### src/rtl/native_mem_master.sv
// native_mem_master
//   Initiator for the native valid/ready memory bus. Commands are buffered in
//   a small FIFO and issued one at a time. Each request is held stable until
//   the responder pulses mem_ready. The read data is then returned on a
//   response port that supports backpressure.
//
//   Optional feature macro: NATIVE_MEM_MASTER_TIMEOUT_EN
//     When defined, a request with no mem_ready for TIMEOUT_CYCLES cycles is
//     aborted. The abort returns rsp_error=1 and rsp_rdata=0. When the macro
//     is undefined, REQ waits indefinitely and rsp_error is tied to 0.
//
//   Ports
//     clk, resetn        : clock (rising edge), synchronous active-low reset
//     cmd_valid/ready    : command handshake; cmd_ready = FIFO not full
//     cmd_addr/wdata     : 32-bit byte address / write data
//     cmd_wstrb          : byte enables; 0 means read
//     rsp_valid/ready    : response handshake
//     rsp_rdata          : data captured from mem_rdata
//     rsp_error          : request aborted by timeout
//     mem_valid/ready    : native bus request / one-cycle completion pulse
//     mem_addr/wdata     : request address / write data
//     mem_wstrb          : request byte enables
//     mem_rdata          : responder read data, valid with mem_ready
//     busy               : FIFO non-empty or a transaction in progress
module native_mem_master #(
    parameter int CMD_DEPTH      = 4,
    parameter int TIMEOUT_CYCLES = 256
) (
    input  logic        clk,
    input  logic        resetn,
    input  logic        cmd_valid,
    output logic        cmd_ready,
    input  logic [31:0] cmd_addr,
    input  logic [31:0] cmd_wdata,
    input  logic [3:0]  cmd_wstrb,
    output logic        rsp_valid,
    input  logic        rsp_ready,
    output logic [31:0] rsp_rdata,
    output logic        rsp_error,
    output logic        mem_valid,
    input  logic        mem_ready,
    output logic [31:0] mem_addr,
    output logic [31:0] mem_wdata,
    output logic [3:0]  mem_wstrb,
    input  logic [31:0] mem_rdata,
    output logic        busy
);

    localparam int AW = $clog2(CMD_DEPTH);
    localparam int PW = AW + 1;

    if ((CMD_DEPTH < 2) || ((CMD_DEPTH & (CMD_DEPTH - 1)) != 0) || (TIMEOUT_CYCLES < 2)) begin : g_bad_param
        $error("native_mem_master: CMD_DEPTH must be a power of two >= 2 and TIMEOUT_CYCLES >= 2");
    end

    typedef enum logic [1:0] {S_IDLE, S_REQ, S_RSP} state_t;

    // Command FIFO storage (data only, no reset needed)
    logic [31:0] r_fifo_addr  [CMD_DEPTH];
    logic [31:0] r_fifo_wdata [CMD_DEPTH];
    logic [3:0]  r_fifo_wstrb [CMD_DEPTH];
    logic [PW-1:0] r_wptr, r_rptr;

    logic w_full, w_empty, w_push, w_pop;
    logic [31:0] w_head_addr, w_head_wdata;
    logic [3:0]  w_head_wstrb;

    state_t      r_state, w_state_nxt;
    logic        r_mem_valid, w_mem_valid_nxt;
    logic [31:0] r_mem_addr, w_mem_addr_nxt;
    logic [31:0] r_mem_wdata, w_mem_wdata_nxt;
    logic [3:0]  r_mem_wstrb, w_mem_wstrb_nxt;
    logic        r_rsp_valid, w_rsp_valid_nxt;
    logic [31:0] r_rsp_rdata, w_rsp_rdata_nxt;
`ifdef NATIVE_MEM_MASTER_TIMEOUT_EN
    localparam int TW = $clog2(TIMEOUT_CYCLES) + 1;
    logic          r_rsp_error, w_rsp_error_nxt;
    logic [TW-1:0] r_tcnt, w_tcnt_nxt;
`endif

    // Pointers carry one extra wrap bit so full and empty can be told apart
    assign w_full  = (r_wptr[PW-1] != r_rptr[PW-1]) && (r_wptr[AW-1:0] == r_rptr[AW-1:0]);
    assign w_empty = (r_wptr == r_rptr);
    assign w_push  = cmd_valid && !w_full;

    assign w_head_addr  = r_fifo_addr[r_rptr[AW-1:0]];
    assign w_head_wdata = r_fifo_wdata[r_rptr[AW-1:0]];
    assign w_head_wstrb = r_fifo_wstrb[r_rptr[AW-1:0]];

    always_ff @(posedge clk) begin
        if (w_push) begin
            r_fifo_addr[r_wptr[AW-1:0]]  <= cmd_addr;
            r_fifo_wdata[r_wptr[AW-1:0]] <= cmd_wdata;
            r_fifo_wstrb[r_wptr[AW-1:0]] <= cmd_wstrb;
        end
    end

    always_ff @(posedge clk) begin
        if (!resetn) begin
            r_wptr <= '0;
            r_rptr <= '0;
        end else begin
            if (w_push) r_wptr <= r_wptr + PW'(1);
            if (w_pop)  r_rptr <= r_rptr + PW'(1);
        end
    end

    // Next-state and next-output logic
    always_comb begin
        w_state_nxt     = r_state;
        w_pop           = 1'b0;
        w_mem_valid_nxt = r_mem_valid;
        w_mem_addr_nxt  = r_mem_addr;
        w_mem_wdata_nxt = r_mem_wdata;
        w_mem_wstrb_nxt = r_mem_wstrb;
        w_rsp_valid_nxt = r_rsp_valid;
        w_rsp_rdata_nxt = r_rsp_rdata;
`ifdef NATIVE_MEM_MASTER_TIMEOUT_EN
        w_rsp_error_nxt = r_rsp_error;
        w_tcnt_nxt      = r_tcnt;
`endif
        case (r_state)
            S_IDLE: begin
                if (!w_empty) begin
                    w_pop           = 1'b1;
                    w_mem_addr_nxt  = w_head_addr;
                    w_mem_wdata_nxt = w_head_wdata;
                    w_mem_wstrb_nxt = w_head_wstrb;
                    w_mem_valid_nxt = 1'b1;
                    w_state_nxt     = S_REQ;
`ifdef NATIVE_MEM_MASTER_TIMEOUT_EN
                    w_tcnt_nxt      = '0;
`endif
                end
            end
            S_REQ: begin
                // mem_ready takes priority over a timeout on the same cycle
                if (mem_ready) begin
                    w_rsp_rdata_nxt = mem_rdata;
                    w_mem_valid_nxt = 1'b0;
                    w_rsp_valid_nxt = 1'b1;
                    w_state_nxt     = S_RSP;
`ifdef NATIVE_MEM_MASTER_TIMEOUT_EN
                    w_rsp_error_nxt = 1'b0;
                end else if (r_tcnt == TW'(TIMEOUT_CYCLES - 1)) begin
                    w_rsp_rdata_nxt = '0;
                    w_rsp_error_nxt = 1'b1;
                    w_mem_valid_nxt = 1'b0;
                    w_rsp_valid_nxt = 1'b1;
                    w_state_nxt     = S_RSP;
                end else begin
                    w_tcnt_nxt      = r_tcnt + TW'(1);
`endif
                end
            end
            S_RSP: begin
                if (rsp_ready) begin
                    w_rsp_valid_nxt = 1'b0;
                    if (!w_empty) begin
                        w_pop           = 1'b1;
                        w_mem_addr_nxt  = w_head_addr;
                        w_mem_wdata_nxt = w_head_wdata;
                        w_mem_wstrb_nxt = w_head_wstrb;
                        w_mem_valid_nxt = 1'b1;
                        w_state_nxt     = S_REQ;
`ifdef NATIVE_MEM_MASTER_TIMEOUT_EN
                        w_tcnt_nxt      = '0;
`endif
                    end else begin
                        w_state_nxt = S_IDLE;
                    end
                end
            end
            default: w_state_nxt = S_IDLE;
        endcase
    end

    always_ff @(posedge clk) begin
        if (!resetn) begin
            r_state     <= S_IDLE;
            r_mem_valid <= 1'b0;
            r_mem_addr  <= '0;
            r_mem_wdata <= '0;
            r_mem_wstrb <= '0;
            r_rsp_valid <= 1'b0;
            r_rsp_rdata <= '0;
`ifdef NATIVE_MEM_MASTER_TIMEOUT_EN
            r_rsp_error <= 1'b0;
            r_tcnt      <= '0;
`endif
        end else begin
            r_state     <= w_state_nxt;
            r_mem_valid <= w_mem_valid_nxt;
            r_mem_addr  <= w_mem_addr_nxt;
            r_mem_wdata <= w_mem_wdata_nxt;
            r_mem_wstrb <= w_mem_wstrb_nxt;
            r_rsp_valid <= w_rsp_valid_nxt;
            r_rsp_rdata <= w_rsp_rdata_nxt;
`ifdef NATIVE_MEM_MASTER_TIMEOUT_EN
            r_rsp_error <= w_rsp_error_nxt;
            r_tcnt      <= w_tcnt_nxt;
`endif
        end
    end

    assign cmd_ready = !w_full;
    assign busy      = !w_empty || (r_state != S_IDLE);
    assign mem_valid = r_mem_valid;
    assign mem_addr  = r_mem_addr;
    assign mem_wdata = r_mem_wdata;
    assign mem_wstrb = r_mem_wstrb;
    assign rsp_valid = r_rsp_valid;
    assign rsp_rdata = r_rsp_rdata;
`ifdef NATIVE_MEM_MASTER_TIMEOUT_EN
    assign rsp_error = r_rsp_error;
`else
    assign rsp_error = 1'b0;
`endif

endmodule

### config.mk
export PLATFORM = sky130hd
export DESIGN_NAME = native_mem_master
export DESIGN_NICKNAME = d
export VERILOG_FILES = /design/src/rtl/native_mem_master.sv
export SDC_FILE = /design/constraint.sdc
export NUM_CORES = 1
export LEC_CHECK = 0
export CAP_MARGIN = 25
export CORE_UTILIZATION = 49
export DETAILED_ROUTE_END_ITERATION = 8
export GPL_ROUTABILITY_DRIVEN = 0
export HOLD_SLACK_MARGIN = 0.08
export PLACE_DENSITY = 0.79
export SLEW_MARGIN = 0
export SYNTH_ARGS = -nofsm -noshare
export SYNTH_HDL_FRONTEND = slang
export SYNTH_SLANG_ARGS = --single-unit
export TNS_END_PERCENT = 20
### constraint.sdc
create_clock -name clk -period 2.75 [get_ports clk]
set_input_delay 0.275 -clock clk [delete_from_list [all_inputs] [get_ports clk]]
set_output_delay 0.275 -clock clk [all_outputs]
set_load 0.01 [all_outputs]
# ---- Word-level counts from Yosys, hierarchy flattened
# Memories as Yosys holds them, arrays and structs flattened. A register that Yosys moved wholly into a read port is not among the register bits.
# Cells that the tools add are included.
dict set report totals {
  register_bits 110
  ramBits 272
  n_memories 3
}
dict set report op_classes {
  addsub 2
  n_eq_ne 8
  n_mux 32
  n_reduce_logical 15
}
# memory words width read_ports rd_ports_with_merged_regs wr line_no
set mem_list {}
lappend mem_list {r_fifo_addr 4 32 1 1 1 59} ;# logic [31:0] r_fifo_addr [CMD_DEPTH];
lappend mem_list {r_fifo_wdata 4 32 1 1 1 60} ;# logic [31:0] r_fifo_wdata [CMD_DEPTH];
lappend mem_list {r_fifo_wstrb 4 4 1 1 1 61} ;# logic [3:0] r_fifo_wstrb [CMD_DEPTH];
# operator count
set op_table {}
lappend op_table {{$mux 32} 4}
lappend op_table {{$pmux 32 s2} 2}
lappend op_table {{$mux 2} 9}
lappend op_table {{$mux 1} 10}
lappend op_table {{$reduce_and 3->1} 3}
lappend op_table {{$mux 4} 2}
lappend op_table {{$pmux 4 s2} 1}
lappend op_table {{$add 3x1->3 const B} 2}
lappend op_table {{$ne 2x2->1 const B} 3}
lappend op_table {{$pmux 2 s3} 1}
lappend op_table {{$reduce_bool 2->1} 3}
lappend op_table {{$pmux 1 s2} 2}
lappend op_table {{$reduce_and 2->1} 2}
lappend op_table {{$eq 3x3->1} 1}
lappend op_table {{$pmux 1 s3} 1}
lappend op_table {{$reduce_bool 3->1} 1}
lappend op_table {{$eq 2x1->1 const B} 1}
lappend op_table {{$eq 2x2->1} 1}
lappend op_table {{$eq 2x2->1 const B} 1}
lappend op_table {{$logic_and 1x1->1} 2}
lappend op_table {{$logic_not 1->1} 2}
lappend op_table {{$logic_not 2->1} 1}
lappend op_table {{$logic_or 1x1->1} 1}
lappend op_table {{$ne 1x1->1} 1}

# ---- Longest topological paths before layout
# Gate-level depths: netlist of run 1.
dict set report logic_depth {
  ltp_word 6
  depth_mapped 6
  mapped_depth_nobuf 4
}

# ---- Worst setup path before layout of run 1
# No wires, ideal clock.
dict set report synth_timing {
  path_kind {reg-to-reg}
  startpoint {register r_wptr[1]}
  endpoint {memory r_fifo_addr[2][0] (enable)}
  setup_ns 0.433
  arrival_ns 2.591
  slack_ns -0.274
  path_stages_with_launch 4
  path_buffers 0
  cell_sequence {dfxtp_1 xnor2_1 a31oi_1 and2_1}
}
dict set report synth_between {
  elab_chain_cells 6
}
# item line_no
set synth_lines {}
lappend synth_lines {{from (decl)} 62} ;# logic [PW-1:0] r_wptr, r_rptr;
lappend synth_lines {{from (signal assigned)} 103} ;# if (w_push) r_wptr <= r_wptr + PW'(1);
lappend synth_lines {{$eq 2x2->1} 82} ;# assign w_full = (r_wptr[PW-1] != r_rptr[PW-1]) && (r_wptr[AW-1:0] == r_rptr[AW-1:0]);
lappend synth_lines {{$logic_and 1x1->1} 82}
lappend synth_lines {{$logic_not 1->1} 84} ;# assign w_push = cmd_valid && !w_full;
lappend synth_lines {{$logic_and 1x1->1} 84}
lappend synth_lines {{$mux 1} 91} ;# if (w_push) begin
lappend synth_lines {{$mux 1 (not written as such)} 92} ;# r_fifo_addr[r_wptr[AW-1:0]] <= cmd_addr;
lappend synth_lines {{to (decl)} 59}
# Parallel ways exist; a longest one is shown, timed or not.

# ---- Worst setup path in the final report of run 1
dict set report layout_timing {
  startpoint {register r_wptr[1]}
  endpoint {output port busy}
}
dict set report layout_between {
  elab_chain_cells 3
}
# item line_no
set layout_lines {}
lappend layout_lines {{$eq 3x3->1} 83} ;# assign w_empty = (r_wptr == r_rptr);
lappend layout_lines {{$logic_not 1->1} 207} ;# assign busy = !w_empty || (r_state != S_IDLE);
lappend layout_lines {{$logic_or 1x1->1} 207}
lappend layout_lines {{to (decl)} 46} ;# output logic busy
# Every way passes these cells.

==> flow_summary.json, run 1 <==
{
  "ios": 210,
  "use_met1_pct": 24.62,
  "grt.overflow.total": 0,
  "p_sw_share_pct": 27.34,
  "r2r_end": "r_fifo_wdata[2][24]",
  "fmax_mhz": 410.2,
  "outcome": "finished, final reports clean",
  "die-height_um": 173.0,
  "drv_cap": 0,
  "ys_ff_latch": 384,
  "skew_ps": 15.50,
  "die_w_um": 173.0,
  "critPathLaunch": "r_wptr[1]",
  "start_util_pct": 49.92,
  "met3_usage_pct": 3.716,
  "hold_path_class": "in2reg",
  "rsz0062_at_grt": "no",
  "busiest_layer": "met2",
  "pre_cts_ws_ps": 413.9,
  "critPathCaptureType": "primary output",
  "seqPwrFrac_pct": 44.5,
  "r2r_slack_ps": 610,
  "crit_path_max_fanout": 6,
  "dpl.hpwl_um": 17920,
  "final.min_clock_period_ps": 2438,
  "antenna_found_initial": 3,
  "combPwrFrac_pct": 27.4,
  "wl_per_cell_um": 19.18,
  "clock_latency_ps": 520,
  "first_global_vias": 8028,
  "synth_cell_types": 36,
  "syn_area_mm2": 0.01433,
  "peakVddDrop_uv": 707.1,
  "port_buffers": 208,
  "synth_edf_count": 272,
  "cts_tree": "done",
  "drc_errors": 0,
  "grt_pass1_wl_um": 44600,
  "finalSetupViolations": 0,
  "drt_wl_total_um": 28680,
  "final.period_utilization_pct": 88.65,
  "syn_inst": 868,
  "drt-pass1-iter-count": 5,
  "final_core_util_pct": 63.02,
  "relSlewSlack_pct": 56.30,
  "drive_above_1_share_pct": 12.98,
  "clkTransAtPathRegs_ps": 60,
  "nets": 1191,
  "cts_max_path_buffers": 3,
  "via_per_inst": 5.231,
  "tightest_slew_ps": 655.5,
  "yosysSeqAreaShare_pct": 72.66,
  "rr_worst_depth": 4,
  "required_ps": 2480,
  "grt_max_degree": 66,
  "worst_slack_ps": 312.2,
  "rows": 62,
  "drv_slew": 0,
  "p_clk_share_pct": 28.1,
  "cts_root_buf": "clkbuf_16",
  "power.switching_mw": 4.690,
  "ys_async_sr_fraction_pct": 0,
  "numCtsBuffers": 38,
  "internal_power_mw": 12.46,
  "areaGrowthSynthToFinish_pct": 26.24,
  "core_mm2": 0.02870,
  "fin_area_mm2": 0.01809,
  "power.leakage_nw": 6.246,
  "crit_type": "reg2out",
  "clock-sinks": 384,
  "ant_nets": 0,
  "p_per_area_mw_per_mm2": 948.3,
  "drt-initial-drc-count": 442,
  "use_met2_pct": 33.18,
  "worstHoldPathCells": 2,
  "crit_arrival_ps": 2160,
  "ctsResizeCount": 0,
  "crit_path_start_kind": "register",
  "placed_cell_area_mm2": 0.01693,
  "synth.avg_cell_area_um2": 16.51,
  "synth_nets": 978,
  "die_area_mm2": 0.02993,
  "synth_warnings": 0,
  "num_vias": 7820,
  "ys.flop_type": "edfxtp_1",
  "finalPower_mw": 17.15,
  "n_fill_cell": 2010,
  "tns_ps": 0,
  "grt.total_usage_pct": 19.32,
  "htree_levels": 2,
  "postCtsHoldBufs": 0,
  "hold_viol": 0,
  "cts_post_setup_buffers_inserted": 0,
  "endpoint": "busy",
  "timing.rr.start": "r_wptr[1]"
}
-- metal layers --
layer,routed length [µm],vias up
li1,-,3656
met1,11910,3881
met2,14490,239
met3,1527,44
met4,746,0
met5,0,-
-- through the flow --
| step | std cells | hold WS, ps |
|---|---|---|
| floorplan | 868 | 373.9 |
| global placement | 1425 | 444.4 |
| detailed placement | 1425 | 447.4 |
| CTS | 1493 | 225.5 |
| global route | 1495 | 229.5 |
| finish | 1495 | 212.0 |
-- cell families (layout without fill, tap and decap cells) --
kind of cell	Yosys count	in the layout	synth area share, %
simple gates	231	231	6.445
flops	384	384	72.66
buf+inv	58	299	2.096
fa+ha+maj	5	5	0.4366
mux	141	141	15.79
compound gates	44	44	2.305
xor+xnor	4	4	0.2446
other cells	1	3	0.02617
-- registers in the layout, indices dropped and copies added, names as in the netlist, named ones only --
name,flops
rsp_valid,1
mem_addr,32
r_fifo_wstrb,16
r_fifo_addr,128
mem_wdata,32
r_fifo_wdata,128
rsp_rdata,32
r_state,2
mem_valid,1
r_wptr,3
mem_wstrb,4
r_rptr,3
-- area by class of cell --
class,instances,area (µm²),area share [%]
inverters,5,18.77,0.1038
repair buffers,226,2381,13.16
flip-flops and latches,384,10420,57.60
clock inverters,20,146.4,0.8094
multi-input cells,426,3628,20.06
clock buffers,48,1010,5.582
diodes,2,5.005,0.02767
well taps,384,480.5,2.656
-- worst max-delay path, cell delays in order (launching register included) --
cell	delay, ps
dfxtp_1	360
xnor2_1	400
and3_1	290
nand2_1	90
clkdlybuf4s50_1	510
-- placed cells by master (no fill, tap or decap), types with 2 or more instances in the layout --
| cell | netlist | final |
|---|---|---|
| a21oi_1 | 2 | 2 |
| and2_1 | 6 | 2 |
| dfxtp_4 | 0 | 2 |
| inv_1 | 5 | 5 |
| buf_12 | 0 | 13 |
| clkinv_1 | 0 | 11 |
| nand2b_1 | 2 | 2 |
| xnor2_1 | 3 | 3 |
| dfxtp_1 | 112 | 110 |
| nor2_1 | 2 | 2 |
| mux4_2 | 68 | 68 |
| a21boi_0 | 32 | 32 |
| buf_4 | 5 | 5 |
| clkbuf_1 | 31 | 9 |
| nand2_1 | 210 | 210 |
| nor2b_1 | 2 | 2 |
| and2_4 | 0 | 4 |
| edfxtp_1 | 272 | 272 |
| a21boi_1 | 2 | 2 |
| mux2i_1 | 73 | 73 |
| clkbuf_16 | 0 | 39 |
| nand3b_1 | 2 | 2 |
| o211ai_1 | 3 | 3 |
| clkdlybuf4s50_1 | 0 | 207 |
| diode_2 | 0 | 2 |
| ha_1 | 5 | 5 |
| clkinv_2 | 0 | 4 |
| bufinv_16 | 0 | 2 |
-- cells in the mapped netlist (all sizes together), types with 3 or more instances --
cell type / count / area, µm²
xnor2: 3 / 26.28
nand2: 210 / 788.3
mux2i: 73 / 730.7
o211ai: 3 / 22.52
dfxtp: 112 / 2242
mux4: 68 / 1531
a21boi: 34 / 255.2
buf: 22 / 165.2
inv: 5 / 18.77
clkbuf: 31 / 116.4
ha: 5 / 62.56
and2: 6 / 37.54
edfxtp: 272 / 8168
-- worst min-delay path by stage --
stage                 startpoint                end  slack, ps
finish                    resetn       rsp_rdata[3]        210
global route              resetn       rsp_rdata[0]        230
CTS                       resetn       rsp_rdata[3]        230
detailed placement     mem_valid          mem_valid        450
global placement    mem_addr[21]       mem_addr[21]        440
floorplan            cmd_addr[0]  r_fifo_addr[0][0]        370
-- power by group through the flow --
stage / logic (mW) / registers [mW] / clock network [mW]
global placement: 4.69 / 7.73 / 0
global route: 5.02 / 7.75 / 5.17
finish: 4.70 / 7.64 / 4.81
floorplan: 2.70 / 7.81 / 0
detailed placement: 4.75 / 7.76 / 0
CTS: 4.78 / 7.66 / 4.94
(Power assumes the default switching activity.)
==> run 2: changes to the inputs <==
--- a/config.mk
+++ b/config.mk
@@ -8,9 +8,9 @@
 export CAP_MARGIN = 25
 export CORE_UTILIZATION = 49
 export DETAILED_ROUTE_END_ITERATION = 8
-export GPL_ROUTABILITY_DRIVEN = 0
 export HOLD_SLACK_MARGIN = 0.08
 export PLACE_DENSITY = 0.79
+export SKIP_CTS_REPAIR_TIMING = 1
 export SLEW_MARGIN = 0
 export SYNTH_ARGS = -nofsm -noshare
 export SYNTH_HDL_FRONTEND = slang
==> results of run 2 <==
Final layout, timing and power as in run 1 (identical DEF).
